**config.mk**
```make
export PLATFORM = sky130hd
export DESIGN_NAME = eth_pll_rst_seq
export DESIGN_NICKNAME = d
export VERILOG_FILES = /design/src/rtl/eth_pll_pkg.sv /design/src/rtl/eth_pll_lock_filt.sv /design/src/rtl/eth_pll_rst_seq.sv
export SDC_FILE = /design/constraint.sdc
export NUM_CORES = 1
export LEC_CHECK = 0
export CORE_MARGIN = 5
export CORE_UTILIZATION = 58
export CTS_CLUSTER_SIZE = 8
export DETAILED_ROUTE_END_ITERATION = 7
export MAX_ROUTING_LAYER = met4
export PLACE_DENSITY_LB_ADDON = 0.25
export REMOVE_ABC_BUFFERS = 1
export SLEW_MARGIN = 25
export SYNTH_ARGS = -nofsm -noshare
export SYNTH_HDL_FRONTEND = slang
export SYNTH_SLANG_ARGS = --single-unit
```
**constraint.sdc**
```tcl
create_clock -name wb_clk_i -period 2.55 [get_ports wb_clk_i]
set_input_delay 0.51 -clock wb_clk_i [delete_from_list [all_inputs] [get_ports wb_clk_i]]
set_output_delay 0.51 -clock wb_clk_i [all_outputs]
set_load 0.02 [all_outputs]
```
**src/rtl/eth_pll_pkg.sv**
```systemverilog
// Shared types and defaults for the Ethernet PLL reset sequencer.
// State encoding, default timing constants and a saturating helper.
package eth_pll_pkg;

  typedef enum logic [2:0] {
    ST_PWRDN     = 3'd0,
    ST_WAIT_LOCK = 3'd1,
    ST_SETTLE    = 3'd2,
    ST_RUN       = 3'd3,
    ST_FAIL      = 3'd4
  } pll_state_t;

  localparam int unsigned DEF_PWRDN_CYCLES  = 16;
  localparam int unsigned DEF_LOCK_TIMEOUT  = 4096;
  localparam int unsigned DEF_SETTLE_CYCLES = 256;
  localparam int unsigned DEF_LOSS_FILTER   = 4;

  localparam int unsigned LOSS_CNT_W = 8;
  localparam logic [LOSS_CNT_W-1:0] LOSS_CNT_MAX = '1;

  function automatic logic [LOSS_CNT_W-1:0] sat_inc(
    input logic [LOSS_CNT_W-1:0] v
  );
    return (v == LOSS_CNT_MAX) ? v : v + LOSS_CNT_W'(1);
  endfunction

endpackage

```
**src/rtl/eth_pll_lock_filt.sv**
```systemverilog
// LOCK synchroniser and lock-loss glitch filter.
// o_loss flags LOSS_FILTER consecutive low lk cycles while i_run is set.
module eth_pll_lock_filt
  import eth_pll_pkg::*;
#(
  parameter int unsigned LOSS_FILTER = DEF_LOSS_FILTER
) (
  input  logic i_clk,
  input  logic i_rst,
  input  logic i_lock,
  input  logic i_run,
  output logic o_lk,
  output logic o_loss
);

  localparam int unsigned FW = $clog2(LOSS_FILTER) + 1;
  localparam logic [FW-1:0] F_LAST = FW'(LOSS_FILTER - 1);

  logic          r_sync1;
  logic          r_sync2;
  logic [FW-1:0] r_fcnt;
  logic          w_at_last;

  // two-flop synchroniser for the raw PLL lock
  always_ff @(posedge i_clk or posedge i_rst) begin
    if (i_rst) begin
      r_sync1 <= 1'b0;
      r_sync2 <= 1'b0;
    end else begin
      r_sync1 <= i_lock;
      r_sync2 <= r_sync1;
    end
  end

  // count consecutive low lk cycles in RUN; any high sample clears it
  always_ff @(posedge i_clk or posedge i_rst) begin
    if (i_rst) begin
      r_fcnt <= '0;
    end else if (!i_run || r_sync2) begin
      r_fcnt <= '0;
    end else if (!w_at_last) begin
      r_fcnt <= r_fcnt + FW'(1);
    end
  end

  assign w_at_last = (r_fcnt == F_LAST);
  assign o_lk      = r_sync2;
  assign o_loss    = i_run & ~r_sync2 & w_at_last;

endmodule

```
**src/rtl/eth_pll_rst_seq.sv**
```systemverilog
// Ethernet PLL power/lock sequencer generating the eth-domain reset.
// Define ETH_PLL_AUTO_RETRY_EN for a one-cycle FAIL followed by power-cycle.
module eth_pll_rst_seq
  import eth_pll_pkg::*;
#(
  parameter int unsigned PWRDN_CYCLES  = DEF_PWRDN_CYCLES,
  parameter int unsigned LOCK_TIMEOUT  = DEF_LOCK_TIMEOUT,
  parameter int unsigned SETTLE_CYCLES = DEF_SETTLE_CYCLES,
  parameter int unsigned LOSS_FILTER   = DEF_LOSS_FILTER
) (
  input  logic                  wb_clk_i,
  input  logic                  wb_rst_i,
  input  logic                  enable_i,
  input  logic                  pll_lock_i,
  output logic                  pll_pwrdn_n_o,
  output logic                  eth_rst_o,
  output logic                  locked_o,
  output logic                  fail_o,
  output logic [LOSS_CNT_W-1:0] loss_cnt_o
);

  localparam int unsigned PW_W  = $clog2(PWRDN_CYCLES) + 1;
  localparam int unsigned TMO_W = $clog2(LOCK_TIMEOUT) + 1;
  localparam int unsigned SET_W = $clog2(SETTLE_CYCLES) + 1;

  localparam logic [PW_W-1:0]  PW_LAST  = PW_W'(PWRDN_CYCLES - 1);
  localparam logic [TMO_W-1:0] TMO_LAST = TMO_W'(LOCK_TIMEOUT - 1);
  localparam logic [SET_W-1:0] SET_LAST = SET_W'(SETTLE_CYCLES - 1);

  pll_state_t            r_state;
  logic [PW_W-1:0]       r_pw_cnt;
  logic [TMO_W-1:0]      r_tmo_cnt;
  logic [SET_W-1:0]      r_set_cnt;
  logic [LOSS_CNT_W-1:0] r_loss_cnt;
  logic                  r_pwrdn_n;
  logic                  r_eth_rst;
  logic                  r_locked;
  logic                  r_fail;

  pll_state_t            w_next;
  logic [PW_W-1:0]       w_pw_nx;
  logic [TMO_W-1:0]      w_tmo_nx;
  logic [SET_W-1:0]      w_set_nx;
  logic                  w_loss_inc;
  logic                  w_lk;
  logic                  w_loss;
  logic                  w_run;
  logic                  w_pwrdn_n_nx;
  logic                  w_eth_rst_nx;
  logic                  w_locked_nx;
  logic                  w_fail_nx;

  assign w_run = (r_state == ST_RUN);

  eth_pll_lock_filt #(
    .LOSS_FILTER (LOSS_FILTER)
  ) u_lock_filt (
    .i_clk  (wb_clk_i),
    .i_rst  (wb_rst_i),
    .i_lock (pll_lock_i),
    .i_run  (w_run),
    .o_lk   (w_lk),
    .o_loss (w_loss)
  );

  // state, counters and registered outputs; reset forces safe outputs at once
  always_ff @(posedge wb_clk_i or posedge wb_rst_i) begin
    if (wb_rst_i) begin
      r_state    <= ST_PWRDN;
      r_pw_cnt   <= '0;
      r_tmo_cnt  <= '0;
      r_set_cnt  <= '0;
      r_loss_cnt <= '0;
      r_pwrdn_n  <= 1'b0;
      r_eth_rst  <= 1'b1;
      r_locked   <= 1'b0;
      r_fail     <= 1'b0;
    end else begin
      r_state    <= w_next;
      r_pw_cnt   <= w_pw_nx;
      r_tmo_cnt  <= w_tmo_nx;
      r_set_cnt  <= w_set_nx;
      r_pwrdn_n  <= w_pwrdn_n_nx;
      r_eth_rst  <= w_eth_rst_nx;
      r_locked   <= w_locked_nx;
      r_fail     <= w_fail_nx;
      if (w_loss_inc) begin
        r_loss_cnt <= sat_inc(r_loss_cnt);
      end
    end
  end

  // next-state, counter updates and output decode of the next state
  always_comb begin
    w_next     = r_state;
    w_pw_nx    = '0;
    w_tmo_nx   = r_tmo_cnt;
    w_set_nx   = '0;
    w_loss_inc = 1'b0;

    unique case (r_state)
      ST_PWRDN: begin
        w_tmo_nx = '0;
        if (enable_i) begin
          if (r_pw_cnt == PW_LAST) begin
            w_next = ST_WAIT_LOCK;
          end else begin
            w_pw_nx = r_pw_cnt + PW_W'(1);
          end
        end
      end

      ST_WAIT_LOCK: begin
        if (!enable_i) begin
          w_next   = ST_PWRDN;
          w_tmo_nx = '0;
        end else if (w_lk) begin
          w_next = ST_SETTLE;
        end else if (r_tmo_cnt == TMO_LAST) begin
          w_next     = ST_FAIL;
          w_tmo_nx   = '0;
          w_loss_inc = 1'b1;
        end else begin
          w_tmo_nx = r_tmo_cnt + TMO_W'(1);
        end
      end

      ST_SETTLE: begin
        if (!enable_i) begin
          w_next   = ST_PWRDN;
          w_tmo_nx = '0;
        end else if (!w_lk) begin
          w_next = ST_WAIT_LOCK;
        end else if (r_set_cnt == SET_LAST) begin
          w_next = ST_RUN;
        end else begin
          w_set_nx = r_set_cnt + SET_W'(1);
        end
      end

      ST_RUN: begin
        w_tmo_nx = '0;
        if (!enable_i) begin
          w_next = ST_PWRDN;
        end else if (w_loss) begin
          w_next     = ST_PWRDN;
          w_loss_inc = 1'b1;
        end
      end

      ST_FAIL: begin
        w_tmo_nx = '0;
`ifdef ETH_PLL_AUTO_RETRY_EN
        w_next = ST_PWRDN;
`else
        if (!enable_i) begin
          w_next = ST_PWRDN;
        end
`endif
      end

      default: begin
        w_next   = ST_PWRDN;
        w_tmo_nx = '0;
      end
    endcase

    w_pwrdn_n_nx = (w_next == ST_WAIT_LOCK) ||
                   (w_next == ST_SETTLE) ||
                   (w_next == ST_RUN);
    w_eth_rst_nx = (w_next != ST_RUN);
    w_locked_nx  = (w_next == ST_RUN);
    w_fail_nx    = (w_next == ST_FAIL);
  end

  assign pll_pwrdn_n_o = r_pwrdn_n;
  assign eth_rst_o     = r_eth_rst;
  assign locked_o      = r_locked;
  assign fail_o        = r_fail;
  assign loss_cnt_o    = r_loss_cnt;

endmodule

```
; After elaboration in Yosys (flattened, before gate mapping)
; Cells that the tools add are included.
[totals]
elab_cells = 77
out_inout_bits = 12
register_bits = 47
input_bits = 4
[op_classes]
n_reduce_logical = 7
add_sub_neg = 5
bitwise_logic = 4
n_eq_ne = 17
mux = 32
[ops]
columns = op, n
row1 = $mux 13, 4
row2 = $mux 3, 13
row3 = $mux 9, 4
row4 = $pmux 13 s2, 1
row5 = $eq 3x2->1 const B, 5
row6 = $mux 5, 3
row7 = $pmux 3 s5, 1
row8 = $add 13x1->13 const B, 1
row9 = $eq 13x12->1 const B, 1
row10 = $add 9x1->9 const B, 1
row11 = $eq 9x8->1 const B, 1
row12 = $add 8x1->8 const B, 1
row13 = $eq 8x8->1 const B, 1
row14 = $eq 3x1->1 const B, 2
row15 = $eq 3x3->1 const B, 2
row16 = $add 5x1->5 const B, 1
row17 = $eq 5x4->1 const B, 1
row18 = $mux 1, 5
row19 = $ne 2x2->1 const B, 2
row20 = $reduce_and 2->1, 2
row21 = $add 3x1->3 const B, 1
row22 = $logic_not 3->1, 1
row23 = $logic_or 1x1->1, 3
row24 = $ne 3x2->1 const B, 1
row25 = 5 further kinds, 7

; Logic depth before layout (Yosys ltp)
[logic_depth]
word_depth = 9
depth_mapped = 7
ltp_nobuf = 6

; By module
; From an unflattened synthesis, not the netlist that was laid out.
[hier_totals]
hier_cells = 214
hier_area_um2 = 2301.0
[modules_own_cells]
columns = module, instances, cells_each, seq_area_each_um2, area_per_inst_um2
row1 = eth_pll_rst_seq, 1, 196, 1052.3, 2084.5
row2 = eth_pll_lock_filt, 1, 18, 125.1, 216.5

; Worst setup path after synthesis
; Ideal clock, no wire load.
[synth_timing]
kind = reg2reg
from = reg u_lock_filt.r_fcnt[0]
to = reg r_loss_cnt[1] (netlist: loss_cnt_o[1])
t_arrival_ns = 1.699
required_time_ns = 2.425
stages_incl_launch_ff = 7
setup_ns = 0.125
path_slack_ns = 0.726
path_buffers = 1
synth_period_minus_slack_ns = 1.824
cell_sequence = dfrtp_1 ha_1 ha_1 clkbuf_1 and2_1 o21ai_2 mux2_2
[synth_via]
elab_chain_cells = 6
[synth_rtl]
columns = element, line_no
row1 = from (decl), eth_pll_lock_filt.sv:21  ; logic [FW-1:0] r_fcnt;
row2 = from (signal assigned), eth_pll_lock_filt.sv:42  ; r_fcnt <= r_fcnt + FW'(1);
row3 = $eq 3x2->1, eth_pll_lock_filt.sv:46  ; assign w_at_last = (r_fcnt == F_LAST);
row4 = $and 1x1->1, eth_pll_lock_filt.sv:48  ; assign o_loss = i_run & ~r_sync2 & w_at_last;
row5 = $mux 1, eth_pll_rst_seq.sv:145  ; end else if (w_loss) begin
row6 = $mux 1, eth_pll_rst_seq.sv:143  ; if (!enable_i) begin
row7 = $pmux 1 s2, eth_pll_rst_seq.sv:101  ; unique case (r_state)
row8 = $reduce_and 2->1 (no source line), n/a
row9 = to (signal assigned), eth_pll_rst_seq.sv:88  ; r_loss_cnt <= sat_inc(r_loss_cnt);
row10 = to (decl), eth_pll_rst_seq.sv:34  ; logic [LOSS_CNT_W-1:0] r_loss_cnt;
; No other way between the ends.
; A chain may end at the register's enable or synchronous reset.

; Worst setup path after layout
[layout_timing]
from = reg r_tmo_cnt[0]
to = reg r_tmo_cnt[7]
[layout_via]
elab_chain_cells = 5
word_cells_on_any_way = 6
classes_between = add/sub (1) / eq/ne (1) / mux (4)
[layout_rtl]
columns = element, line_no
row1 = from (decl), eth_pll_rst_seq.sv:32  ; logic [TMO_W-1:0] r_tmo_cnt;
row2 = from (signal assigned), eth_pll_rst_seq.sv:81  ; r_tmo_cnt <= w_tmo_nx;
row3 = $add 13x1->13 / $eq 13x12->1 (equally long branches), "eth_pll_rst_seq.sv:124, eth_pll_rst_seq.sv:119"
row4 = $mux 13 (*), eth_pll_rst_seq.sv:119  ; end else if (r_tmo_cnt == TMO_LAST) begin
row5 = $mux 13 (*), eth_pll_rst_seq.sv:117  ; end else if (w_lk) begin
row6 = $mux 13 (*), eth_pll_rst_seq.sv:114  ; if (!enable_i) begin
row7 = $pmux 13 s2 (*), eth_pll_rst_seq.sv:101
; Mark *: on every way between the ends. The rest lies on a longest branch, timed or not. The select of a mux whose other input is x is not followed.

==> flow_summary.toml <==
[routing]
vias_per_cell = 5.43
drt_first_pass_iters = 4
num_vias = 1530
avgRoutedWirePerCell_um = 13.4
postRouteAntennaNets = 0
wl_mm = 3.77
drc = 0
dr.first_iter.drc_count = 111

[grt]
first_global_vias = 1491
gr-max-usage-layer = "met2"
initial_antenna_violation_count = 0
global_route_wire_length_before_repair_mm = 6.75
use_met3_pct = 3.88
grt_overflow = 0
met2_usage_pct = 25.5
maximum_number_of_pins_on_one_net_before_global_route_repair = 27
groute.layer.met1.usage_pct = 22.5
gr-usage-all-layers_pct = 16.7

[sta]
slew_headroom_pct = 64.3
layout_min_cycle_time_ps = 1920
worst_pin_slew_ps = 534
timing.hold.ws_ps = 353
timing.final.ws_setup_ps = 633
report.final.hold_viol_count = 0
setup-tns-final_ps = 0
final-setup-viol-count = 0
max_clock_freq_ghz = 0.522
grt_setup_unrepaired = "false"
fin_crit_sh_pct = 75.2
maximum_clock_skew_at_final_layout_ps = 4.31
finalMaxSlewViolations = 0

[setup_path]
cp_common_cell = "sky130_fd_sc_hd__nor2_1"
worst-path-buf-inv = 0
cpLargestDelayFamily = "simple AND/OR/NAND/NOR gates"
r2r.worst_path.cells = 6
rr_startpoint = "r_tmo_cnt[0]$_DFFE_PP0P_"
cpMaxStageDelayCell = "sky130_fd_sc_hd__nor4_1"
worstPathRequired_ps = 2720
arrival_time_worst_endpoint_ps = 2090
timing.setup.critical_path_class = "register to register"
crit_path_cell_trace = "ha_1, nand4b_1, nor4_1, nor2_1, nor2_2, nor2_1"
cp_num_cells = 6
crit_path_max_fanout = 9
timing.critical_path.to_type = "register"
crit_path_max_incr_delay_ps = 410
worst_reg2reg_endpoint = "r_tmo_cnt[7]$_DFFE_PP0P_"
critPathLaunchType = "register"
setup.reg_to_reg.worst_slack_ps = 630

[synthesis]
syn-instance-count = 212
yosysMostFrequentCell = "sky130_fd_sc_hd__dfrtp_1"
synth-edff-count = 0
largest_family_of_logic_cells_by_synthesized_area = "simple AND/OR/NAND/NOR gates"
synth_top_cell_area_share_pct = 51.6
async_flop_share_pct = 100
ys_seq_elements = 47
synth.top_cells.by_count = "46 x sky130_fd_sc_hd__dfrtp_1, 32 x sky130_fd_sc_hd__nor2_1, 14 x sky130_fd_sc_hd__nand2_1, 13 x sky130_fd_sc_hd__xor2_1"
synth.mux.area_fraction_pct = 0.954
biggest_area_consumer_among_synthesized_cells = "sky130_fd_sc_hd__dfrtp_1"
synth_fa_ha_area_share_pct = 3.37
netlist-cell-type-count = 43
postSynthAreaPerCell_um2 = 10.5
post_synth_main_area_contributors = "sky130_fd_sc_hd__dfrtp_1 52%, sky130_fd_sc_hd__nor2_1 5.4%, sky130_fd_sc_hd__xor2_1 5.1%"
sequential_fraction_of_the_synthesis_area_pct = 52.8
synth-simple-area-share_pct = 25.2
synth_compound_gate_area_share_pct = 5.67
synth.yosys.warnings = 0
synth-main-ff-cell = "sky130_fd_sc_hd__dfrtp_1"
synth-xor-area-share_pct = 9.82
syn_area_um2 = 2230

[worst_hold_path]
min_delay_worst_endpoint = "u_lock_filt.o_lk$_DFF_PP0_"
hold-path-cell-count = 0
min-delay-start = "u_lock_filt.r_sync1$_DFF_PP0_"
hold_class = "register to register"

[placed_design]
globalplace.congestion = 0.831
pre_cts_ws_ps = 388
dpl.cell_count = 274
place_hpwl_mm = 2.70
placement.io_buffers = 15

[finish]
num_antenna_cells = 0
areaGrowthSynthToFinish_pct = 14.3
finalNetCount = 243
final_cells = 282
drive_above_1_share_pct = 9.40

[power_and_ir_drop]
power.density_cell_area_nw_per_um2 = 498
power_w = 0.00127
reported_leakage_power_nw = 1.13
vdd.ir_drop.worst_mv = 0.342

[clock_tree]
cts.sinks = 47
clock_tree_from_tritoncts = "built"
clk_path_buf_depth = 2
cts_resized = 0
post_cts_hold_buffer_count = 0
h-tree-depth = 2
clkSlewWorstSetupHoldPaths_ps = 80
post_cts.repair.setup_buffers = 0
cts.root.buffer_cell = "sky130_fd_sc_hd__clkbuf_8"
clock_latency_ps = 290
num_cts_buffers = 5

[floorplanning]
floorplan.core_area_um2 = 3690
pin_count = 16
design.die.area_um2 = 5180
floorplan.initialDensity_pct = 60.4
die_w_um = 72
placementRows = 22
die_height_um = 72

[job]
drv.max_cap_violation_count = 0

[run_status]
run_status = "finished clean"
==> how the worst max path moves through the flow <==
stage	start	slack, ps	to
after global routing	r_tmo_cnt[0]$_DFFE_PP0P_	380	r_tmo_cnt[7]$_DFFE_PP0P_
after global placement	enable_i	430	loss_cnt_o[7]$_DFFE_PP0P_
after CTS	eth_rst_o$_DFF_PP1_	630	eth_rst_o
after detailed placement	enable_i	390	loss_cnt_o[7]$_DFFE_PP0P_
final	r_tmo_cnt[0]$_DFFE_PP0P_	630	r_tmo_cnt[7]$_DFFE_PP0P_
after floorplan	u_lock_filt.r_fcnt[0]$_DFFE_PP0N_	800	loss_cnt_o[1]$_DFFE_PP0P_
==> state kept, by name, indices dropped and copies added, names as in the netlist <==
| name | flops |
|---|---|
| loss_cnt_o | 8 |
| pll_pwrdn_n_o | 1 |
| u_lock_filt.r_sync1 | 1 |
| u_lock_filt.r_fcnt | 3 |
| r_pw_cnt | 5 |
| locked_o | 1 |
| fail_o | 1 |
| r_state | 3 |
| eth_rst_o | 1 |
| u_lock_filt.o_lk | 1 |
| r_tmo_cnt | 13 |
| r_set_cnt | 9 |
==> cells in the final DEF, fill, tap and decap left out, drive strengths merged, types with 4 or more instances in the layout <==
cell,synthesis,final
nor3,6,6
dfrtp,46,46
xor2,13,13
nor4,5,5
inv,9,9
nor3b,4,4
o21ai,9,9
clkbuf,4,8
nand4,5,5
xnor2,12,12
nor2,33,33
nand3,12,12
ha,6,6
nand2b,4,4
clkdlybuf4s50,0,15
nand2,14,14
==> power by group <==
group | internal, W | switching [W] | leakage (nW)
clock network | 0.000248 | 0.000231 | 0.0515
registers | 0.000750 | 0.00000429 | 0.646
logic | 0.0000122 | 0.0000224 | 0.433
total | 0.00101 | 0.000258 | 1.13
==> per-stage QoR <==
stage	utilization [%]	cell area, µm²
detailed placement	66.4	2450
finish	69.1	2550
CTS	69.1	2550
floorplan	-	2210
global route	69.1	2550
global placement	66.4	2450
==> layer usage <==
| layer | wire [µm] | vias to the layer above |
|---|---|---|
| li1 | - | 766 |
| met1 | 1870 | 743 |
| met2 | 1750 | 17 |
| met3 | 117 | 4 |
| met4 | 34 | 0 |
| met5 | 0 | - |
==> cell families after synthesis <==
family          after synthesis
flops                        47
compound gates               19
buf+inv                      13
fa+ha+maj                     6
simple gates                100
mux                           2
xor+xnor                     25
==> layout make-up <==
class	count	area (µm²)
Multi-Input combinational cell	152	1000
Timing Repair Buffer	18	173
Fill cell	284	1140
Inverter	9	33.8
Tap cell	48	60.1
Clock buffer	8	100
Sequential cell	47	1180
(Power assumes the default switching activity.)
